`src/rtl/ccc_mon_pkg.sv`:
```
// Shared types and default limits for the CCC lock monitor.
// State and cause encodings are visible on the STATE and FAULT_CAUSE ports.
package ccc_mon_pkg;

  typedef enum logic [2:0] {
    ST_HOLD  = 3'd0,
    ST_WAIT  = 3'd1,
    ST_STAB  = 3'd2,
    ST_CHECK = 3'd3,
    ST_RUN   = 3'd4,
    ST_FAULT = 3'd5
  } state_e;

  typedef enum logic [1:0] {
    CAUSE_NONE        = 2'd0,
    CAUSE_LOCK_LOST   = 2'd1,
    CAUSE_FREQ        = 2'd2,
    CAUSE_REF_MISSING = 2'd3
  } cause_e;

  // 40 MHz fabric clock against a 32.768 kHz reference gives ~1221 cycles.
  localparam int DEF_EXP_MIN = 1190;
  localparam int DEF_EXP_MAX = 1250;
  localparam int DEF_CNT_W   = 16;

endpackage

```
`src/rtl/ccc_period_meter.sv`:
```
// Measures FAB_CLK cycles per reference period; the reference is sampled as data.
// Reports each measurement with a range verdict and flags a missing reference.
module ccc_period_meter
  import ccc_mon_pkg::*;
#(
  parameter int CNT_W   = DEF_CNT_W,
  parameter int EXP_MIN = DEF_EXP_MIN,
  parameter int EXP_MAX = DEF_EXP_MAX
) (
  input  logic             i_clk,
  input  logic             i_rst,
  input  logic             i_ref,
  output logic             o_meas_valid,
  output logic             o_in_range,
  output logic             o_timeout,
  output logic [CNT_W-1:0] o_last_period
);

  localparam logic [CNT_W-1:0] CNT_MAX = '1;
  localparam logic [CNT_W-1:0] MIN_V   = CNT_W'(EXP_MIN);
  localparam logic [CNT_W-1:0] MAX_V   = CNT_W'(EXP_MAX);
  localparam logic [CNT_W-1:0] TO_V    = CNT_W'(2 * EXP_MAX);

  logic [2:0]       r_ref_sync;
  logic [CNT_W-1:0] r_cnt;
  logic [CNT_W-1:0] r_last_period;
  logic             r_meas_valid;
  logic             r_in_range;
  logic             w_ref_edge;
  logic [CNT_W-1:0] w_period;

  assign w_ref_edge = r_ref_sync[1] & ~r_ref_sync[2];
  assign w_period   = (r_cnt == CNT_MAX) ? CNT_MAX : r_cnt + CNT_W'(1);

  always_ff @(posedge i_clk or posedge i_rst) begin
    if (i_rst) begin
      r_ref_sync    <= 3'b000;
      r_cnt         <= '0;
      r_last_period <= '0;
      r_meas_valid  <= 1'b0;
      r_in_range    <= 1'b0;
    end else begin
      r_ref_sync <= {r_ref_sync[1:0], i_ref};
      if (w_ref_edge) begin
        r_cnt         <= '0;
        r_last_period <= w_period;
        r_meas_valid  <= 1'b1;
        r_in_range    <= (w_period >= MIN_V) && (w_period <= MAX_V);
      end else begin
        r_meas_valid <= 1'b0;
        if (r_cnt != CNT_MAX) begin
          r_cnt <= r_cnt + CNT_W'(1);
        end
      end
    end
  end

  // An edge arriving on the timeout count restarts the meter instead.
  assign o_timeout     = (r_cnt == TO_V) && !w_ref_edge;
  assign o_meas_valid  = r_meas_valid;
  assign o_in_range    = r_in_range;
  assign o_last_period = r_last_period;

endmodule

```
`src/rtl/ccc_lock_monitor.sv`:
```
// Fabric reset sequencer for the MSS CCC: waits for stable lock and a verified
// FAB_CLK frequency before releasing FAB_RST, and records why it re-asserts.
module ccc_lock_monitor
  import ccc_mon_pkg::*;
#(
  parameter int LOCK_STABLE_CYCLES = 1024,
  parameter int EXP_MIN            = DEF_EXP_MIN,
  parameter int EXP_MAX            = DEF_EXP_MAX,
  parameter int CNT_W              = DEF_CNT_W,
  parameter int RST_STRETCH        = 16,
  parameter int AUTO_RETRY         = 1,
  parameter int FCNT_W             = 8
) (
  input  logic              FAB_CLK,
  input  logic              RESET,
  input  logic              LOCK_IN,
  input  logic              REF_IN,
  input  logic              CLR_STATUS,
  input  logic              RETRY,
  output logic              FAB_RST,
  output logic              READY,
  output logic [1:0]        FAULT_CAUSE,
  output logic [FCNT_W-1:0] FAULT_CNT,
  output logic [CNT_W-1:0]  LAST_PERIOD,
  output logic [2:0]        STATE
);

  localparam int STAB_W = $clog2(LOCK_STABLE_CYCLES + 1);
  localparam int STR_W  = $clog2(RST_STRETCH + 1);
  localparam logic [FCNT_W-1:0] FCNT_MAX = '1;

  logic [1:0]        r_lock_sync;
  state_e            r_state;
  logic [STAB_W-1:0] r_stab_cnt;
  logic [STR_W-1:0]  r_str_cnt;
  logic              r_aligned;
  logic              r_retry_pend;
  logic              r_fab_rst;
  logic              r_ready;
  cause_e            r_cause;
  logic [FCNT_W-1:0] r_fcnt;

  logic              w_lock_s;
  logic              w_meas_valid;
  logic              w_in_range;
  logic              w_timeout;
  logic              w_str_done;
  state_e            w_next;
  cause_e            w_new_cause;
  logic              w_fault_entry;

  assign w_lock_s   = r_lock_sync[1];
  assign w_str_done = (r_str_cnt == STR_W'(RST_STRETCH - 1));

  ccc_period_meter #(
    .CNT_W   (CNT_W),
    .EXP_MIN (EXP_MIN),
    .EXP_MAX (EXP_MAX)
  ) u_meter (
    .i_clk         (FAB_CLK),
    .i_rst         (RESET),
    .i_ref         (REF_IN),
    .o_meas_valid  (w_meas_valid),
    .o_in_range    (w_in_range),
    .o_timeout     (w_timeout),
    .o_last_period (LAST_PERIOD)
  );

  // Fault priority inside RUN and CHECK: lock loss, then missing ref, then frequency.
  always_comb begin
    w_next      = r_state;
    w_new_cause = CAUSE_NONE;
    case (r_state)
      ST_HOLD: w_next = ST_WAIT;
      ST_WAIT: begin
        if (w_lock_s) w_next = ST_STAB;
        else          w_next = ST_WAIT;
      end
      ST_STAB: begin
        if (!w_lock_s)                                          w_next = ST_WAIT;
        else if (r_stab_cnt == STAB_W'(LOCK_STABLE_CYCLES - 1)) w_next = ST_CHECK;
        else                                                    w_next = ST_STAB;
      end
      ST_CHECK: begin
        if (!w_lock_s) begin
          w_next = ST_WAIT;
        end else if (w_timeout) begin
          w_next      = ST_FAULT;
          w_new_cause = CAUSE_REF_MISSING;
        end else if (w_meas_valid && r_aligned) begin
          if (w_in_range) begin
            w_next = ST_RUN;
          end else begin
            w_next      = ST_FAULT;
            w_new_cause = CAUSE_FREQ;
          end
        end else begin
          w_next = ST_CHECK;
        end
      end
      ST_RUN: begin
        if (!w_lock_s) begin
          w_next      = ST_FAULT;
          w_new_cause = CAUSE_LOCK_LOST;
        end else if (w_timeout) begin
          w_next      = ST_FAULT;
          w_new_cause = CAUSE_REF_MISSING;
        end else if (w_meas_valid && !w_in_range) begin
          w_next      = ST_FAULT;
          w_new_cause = CAUSE_FREQ;
        end else begin
          w_next = ST_RUN;
        end
      end
      ST_FAULT: begin
        if (w_str_done && ((AUTO_RETRY != 0) || r_retry_pend || RETRY)) w_next = ST_WAIT;
        else                                                           w_next = ST_FAULT;
      end
      default: w_next = ST_HOLD;
    endcase
    w_fault_entry = (w_next == ST_FAULT) && (r_state != ST_FAULT);
  end

  always_ff @(posedge FAB_CLK or posedge RESET) begin
    if (RESET) begin
      r_lock_sync  <= 2'b00;
      r_state      <= ST_HOLD;
      r_stab_cnt   <= '0;
      r_str_cnt    <= '0;
      r_aligned    <= 1'b0;
      r_retry_pend <= 1'b0;
      r_fab_rst    <= 1'b1;
      r_ready      <= 1'b0;
      r_cause      <= CAUSE_NONE;
      r_fcnt       <= '0;
    end else begin
      r_lock_sync <= {r_lock_sync[0], LOCK_IN};
      r_state     <= w_next;
      r_stab_cnt  <= (r_state == ST_STAB) ? r_stab_cnt + STAB_W'(1) : '0;
      if (r_state != ST_FAULT) begin
        r_str_cnt <= '0;
      end else if (!w_str_done) begin
        r_str_cnt <= r_str_cnt + STR_W'(1);
      end
      r_retry_pend <= (r_state == ST_FAULT) && (r_retry_pend || RETRY);
      // The first reference edge seen in CHECK only aligns the meter.
      r_aligned    <= (r_state == ST_CHECK) && (r_aligned || w_meas_valid);
      // Release lags RUN entry by a cycle; re-assertion coincides with leaving RUN.
      r_fab_rst    <= !((r_state == ST_RUN) && (w_next == ST_RUN));
      r_ready      <=  (r_state == ST_RUN) && (w_next == ST_RUN);
      if (w_fault_entry) begin
        r_cause <= w_new_cause;
        if (CLR_STATUS)              r_fcnt <= FCNT_W'(1);
        else if (r_fcnt != FCNT_MAX) r_fcnt <= r_fcnt + FCNT_W'(1);
      end else if (CLR_STATUS) begin
        r_cause <= CAUSE_NONE;
        r_fcnt  <= '0;
      end
    end
  end

  assign FAB_RST     = r_fab_rst;
  assign READY       = r_ready;
  assign FAULT_CAUSE = r_cause;
  assign FAULT_CNT   = r_fcnt;
  assign STATE       = r_state;

endmodule
```
`config.mk`:
```
export PLATFORM = sky130hd
export DESIGN_NAME = ccc_lock_monitor
export DESIGN_NICKNAME = d
export VERILOG_FILES = /design/src/rtl/ccc_mon_pkg.sv /design/src/rtl/ccc_period_meter.sv /design/src/rtl/ccc_lock_monitor.sv
export SDC_FILE = /design/constraint.sdc
export NUM_CORES = 1
export LEC_CHECK = 0
export CAP_MARGIN = 0
export CORE_ASPECT_RATIO = 1.75
export CORE_MARGIN = 10
export CORE_UTILIZATION = 60
export DETAILED_ROUTE_END_ITERATION = 10
export PLACE_DENSITY = 0.84
export REMOVE_ABC_BUFFERS = 1
export SLEW_MARGIN = 5
export SYNTH_ARGS = -nofsm -noshare
export SYNTH_HDL_FRONTEND = slang
export SYNTH_SLANG_ARGS = --single-unit
```
`constraint.sdc`:
```
create_clock -name FAB_CLK -period 8.4 [get_ports FAB_CLK]
set_input_delay 1.68 -clock FAB_CLK [delete_from_list [all_inputs] [get_ports FAB_CLK]]
set_output_delay 1.68 -clock FAB_CLK [all_outputs]
set_load 0.02 [all_outputs]
```
-- After elaboration in Yosys (flattened, before gate mapping)
Index checks and enable logic that the tools add are counted.
- memories: 0
- latch bits: 0
- bits of input ports: 6
- register bits after elaboration: 71
- word-level logic and storage cells: 86
- memory bits (read-only): 0
- bits in writable memories: 0
- divide/modulo/power cells: 0
- reductions and logical operators: 16
- eq/ne operators: 15
- bitwise operators: 2
- muxes and demuxes: 33
- $mul: 0
- shifts and indexed selects: 0
- $add $sub $neg: 4
- $lt $le $gt $ge: 2
- operators by type and width (operator ; count):
    $mux W16 ; 3
    $mux W8 ; 4
    $mux W2 ; 11
    $pmux W3 S6 ; 1
    $add A16 B1 Y16 const B ; 1
    $eq A16 B12 Y1 const B ; 1
    $eq A16 B16 Y1 const B ; 1
    $ge A16 B11 Y1 const B ; 1
    $le A16 B11 Y1 const B ; 1
    $ne A16 B16 Y1 const B ; 1
    $eq A3 B3 Y1 const B ; 4
    $mux W3 ; 4
    $add A11 B1 Y11 const B ; 1
    $eq A11 B10 Y1 const B ; 1
    $mux W11 ; 1
    $mux W5 ; 2
    $add A8 B1 Y8 const B ; 1
    $ne A8 B8 Y1 const B ; 1
    $logic_and A1 B1 Y1 ; 7
    $eq A3 B2 Y1 const B ; 2
    $mux W1 ; 6
    $reduce_bool A2 Y1 ; 3
    $add A5 B1 Y5 const B ; 1
    $eq A5 B4 Y1 const B ; 1
    other kinds (10) ; 12

-- Logic depth before layout (Yosys ltp)
- depth in word-level cells: 11
- mapped depth: 10
- mapped depth without buffers: 9

-- Modules after synthesis
From an unflattened synthesis, not the netlist that was laid out.
- cells, all modules: 376
- area total of the unflattened synthesis: 3587.2 um^2
- modules (own cells, without submodules) (module ; instances ; cells an instance ; area an instance (um^2)):
    ccc_period_meter ; 1 ; 200 ; 1840.5
    ccc_lock_monitor ; 1 ; 176 ; 1746.7

-- Worst setup path after synthesis
OpenSTA, ideal clock, no wires.
- path kind: flip-flop to flip-flop
- start: register u_meter.r_cnt[1]
- end: register u_meter.r_in_range, in the netlist u_meter.o_in_range
- arrival time: 2.628 ns
- clock period less this slack: 2.715 ns
- stages on the path, launching flop included: 9
- required time: 8.313 ns
- path slack: 5.685 ns
- buffers on the path: 0
- cell sequence: dfrtp_1 -> ha_1 -> inv_1 -> or4_4 -> nor2_8 -> nor2_2 -> or4_1 -> or4_1 -> a211oi_2
- longest elaborated chain between the ends: 4
- elaborated cells on any way between the ends: 6
- RTL lines (what ; RTL line ; source):
    start, declared ; ccc_period_meter.sv:25 ; logic [CNT_W-1:0] r_cnt;
    start signal, assigned ; ccc_period_meter.sv:52 ; r_cnt <= r_cnt + CNT_W'(1);
    $add A16 B1 Y16 / $eq A16 B16 Y1 (equally long branches) ; ccc_period_meter.sv:33 ; assign w_period = (r_cnt == CNT_MAX) ? CNT_MAX : r_cnt + CNT_W'(1);
    $mux W16 (*) ; ccc_period_meter.sv:33 ;
    $ge A16 B11 Y1 / $le A16 B11 Y1 (equally long branches) ; ccc_period_meter.sv:48 ; r_in_range <= (w_period >= MIN_V) && (w_period <= MAX_V);
    $logic_and A1 B1 Y1 (*) ; ccc_period_meter.sv:48 ;
    end signal, assigned ; ccc_period_meter.sv:48 ;
    end, declared ; ccc_period_meter.sv:28 ; logic r_in_range;
Every way passes the cells marked *; elsewhere a longest branch is shown, timed or not.
A chain may end at the register's enable or synchronous reset.

-- Final worst setup path
- start: register r_state[2], in the netlist STATE[2]
- end: output STATE[2]
- RTL lines (what ; RTL line ; source):
    start, declared ; ccc_lock_monitor.sv:33 ; state_e r_state;
    start signal, assigned ; ccc_lock_monitor.sv:138 ; r_state <= w_next;
    end, declared ; ccc_lock_monitor.sv:25 ; output logic [2:0] STATE
No word-level cell between the ends.

==> metrics.txt <==
mux cell area share after synthesis=under 10%; worst skew pair latency=between 300 and 400 ps; CP endpoint kind=output pin; DR iter-0 viols=233; worst-margin pin slew=910 ps; post-synthesis cell count=361; routed wire length=7720 um; metal2 WL=about 4300 um; Hold-fix buffers, CTS=0; Row Count=36; CTS tree=built; Buf/Inv on CP=1; RSZ-0062 raised after global routing=no; Synth Area in XOR/XNOR=~5.5%; largest net degree at the start of global routing=72; initial antenna violation count=0; FMAX=between 300 and 400 MHz; DRT Pass-1 Iters=4; Power Dens Cells=204 mW/mm^2; vias in the first global route=between 2,000 and 3,000; GRT Overall Usage=around 17%; Non-Filler Instances=about 470; CP Launch Point=STATE[2]; switching share of power=just over 30%; r2r setup slk=about 5400 ps; Remaining DRCs=0; gr ovfl total=0; crit path DAT=1530 ps; worst reg2reg endpoint=u_meter.o_in_range; Synth Register Bits=slightly above 70; Adder-Cell Fraction of Synth Area=between 2 and 2.5%; Avg Cell Area, Syn=about 9.6 um^2; Initial Utilization=62.4%; Placer Congestion=0.888; Reg clk slew, reported paths=around 70 ps; via count=2,791; Metal-1 WL=roughly 2700 um; max layer used=met4; global-route wire length before repair=between 10,000 and 15,000 um; Max clock buf depth=2; dpl hpwl=5550 um; Ports=37; Num Clock Sinks=between 70 and 80; ratio of cells with drive above 1 in the final layout=under 10%; crit path max fanout=10; max incr delay on CP=670 ps; largest family of logic cells by synthesized area=simple AND/OR/NAND/NOR gates; Async S/R FF share, synth=100%; cts repair resizes=0; I/O Buffers=35; Leak Pwr=~1.8 nW; Core ar.=around 0.0056 mm^2; worst-path cell chain=clkdlybuf4s50_1; status=finished clean; metal3 WL=284 um; most frequent cells after synthesis=70 x dfrtp_1, 54 x nor2_1, 30 x nand2_1; Root Driver=clkbuf_8; Filler Cell Count=445; crit-path leading delay family=buffers and inverters; Die Footprint=roughly 0.0094 mm^2; Cells after DPL=around 460; Synth area leaders=dfrtp_1 50%, nor2_1 5.8%, nand2_1 3.2%; fin. max-slew vios=0; top cell type's share of synthesized area=50.3%; critical path launch point type=flip-flop; Critical Setup Path Class=flip-flop to output pin; # diodes=0; Yosys cell types=55; Design Power=~0.83 mW; peak supply drop=0.153 mV; Worst EP required=roughly 6700 ps; Worst slew margin=between 30% and 40%; reg2reg start=u_meter.r_cnt[0]; post-CTS setup buffer count=0; Final Hold Viols=0; net switching power=~0.26 mW; skew final=about 9.3 ps; slowest stage cell, crit path=clkdlybuf4s50_1; Hold EP=r_lock_sync[1]; Seq/Total Area, Yosys=51.0%; H-tree Lvls=3; number of synthesized flops with an enable pin=0; top-count cell post-synth=dfrtp_1; period utilization=between 30% and 40%; fin nets=just over 400; routed wire length per instance=roughly 16 um; antenna-violating nets left=0; die height=121 um; Die Wd=77.6 um; Gate power share=19.1%; count of final setup violators=0; Synth Area in Compound Gates=a little over a tenth; worst min-delay path class=flip-flop to flip-flop; synthesized area=0.00348 mm^2; final setup TNS=0 ps; part of the power in registers=slightly below 50%; post-synthesis simple-gate area fraction=a little over a quarter; Max Cap Violations=0; largest area contributor in the netlist=dfrtp_1; clock group share of total power=32.7%; Synth Warn #=0; Register-to-Register Path Depth=8; Worst Hold Launch=r_lock_sync[0]; ys flop type=dfrtp_1; via-per-instance ratio=just under 6; hold path cells=0; Area Overhead vs Synth=16.7%; Final min period=3210 ps; Int Power=roughly 0.57 mW; CTS Buf Count=9
## stage by stage
stage | instance area (um^2) | util (%) | hold slack [ps] | setup WS, ps
global route | 4070 | 72.8 | 362 | 5120
finish | 4070 | 72.8 | 353 | 5190
detailed placement | 3870 | 69.2 | 337 | 5410
CTS | 4070 | 72.8 | 357 | 5170
global placement | 3870 | 69.2 | 335 | 5390
floorplan | 3410 | - | 331 | 4930
## power by group through the flow
stage / Combinational, mW / Clock, mW / Sequential, mW
3_3_place_gp: 0.155 / 0 / 0.405
5_1_grt: 0.177 / 0.290 / 0.405
4_1_cts: 0.160 / 0.277 / 0.400
3_5_place_dp: 0.160 / 0 / 0.406
2_1_floorplan: 0.0838 / 0 / 0.417
6_report: 0.159 / 0.271 / 0.400
## placed cells by master, fill, tap and decap left out, types with 7 or more instances in the layout
master           synthesis  final
dfrtp_1                 70     70
and3_1                   8      8
nand4_1                  7      7
clkdlybuf4s50_1          0     35
inv_1                    9      8
clkbuf_8                 0     10
nand2_1                 30     30
nor2_1                  54     54
xor2_1                  11     11
nand3_1                 16     16
o21ai_0                 17     17
nor4_1                   7      7
nor3_1                   7      7
xnor2_1                 11     11
a21oi_1                 17     17
## kinds of logic (layout without fill, tap and decap cells)
family	Yosys count	count (layout)
flip-flops	71	71
XOR/XNOR	22	22
AND/OR/NAND/NOR	172	172
buffers and inverters	26	62
AO/OA/AOI/OAI	59	59
multiplexers	5	5
adder cells (fa/ha/maj)	6	6
## cell type report
| type | count | area [um^2] | area share (%) |
|---|---|---|---|
| clock inverters | 5 | 57.6 | 1.42 |
| inverters | 9 | 33.8 | 0.831 |
| clock buffers | 11 | 141 | 3.48 |
| repair buffers | 37 | 365 | 8.98 |
| multi-input cells | 264 | 1600 | 39.2 |
| well taps | 76 | 95.1 | 2.34 |
| flip-flops and latches | 71 | 1780 | 43.7 |
## worst max-delay path by stage
stage,to,depth (start not counted)
after floorplan,FAULT_CAUSE[0],1
after global placement,u_meter.o_in_range,8
after detailed placement,u_meter.o_in_range,8
after CTS,STATE[2],1
after global routing,FAULT_CNT[4],9
final,STATE[2],1
## metal layers
layer	vias to the layer above	global-route usage, %
met5	-	0
met4	0	11.7
met3	27	4.08
met2	69	31.1
met1	1368	16.6
li1	1327	-
## sequential cells by signal, indices dropped and copies added (netlist names)
signal / flops
FAULT_CNT: 8
r_lock_sync: 2
FAULT_CAUSE: 2
r_stab_cnt: 11
r_str_cnt: 5
r_aligned: 1
u_meter.o_in_range: 1
u_meter.r_ref_sync: 3
STATE: 3
u_meter.o_meas_valid: 1
u_meter.o_last_period: 16
u_meter.r_cnt: 16
FAB_RST: 1
READY: 1
Power figures use the tool's default switching activity.
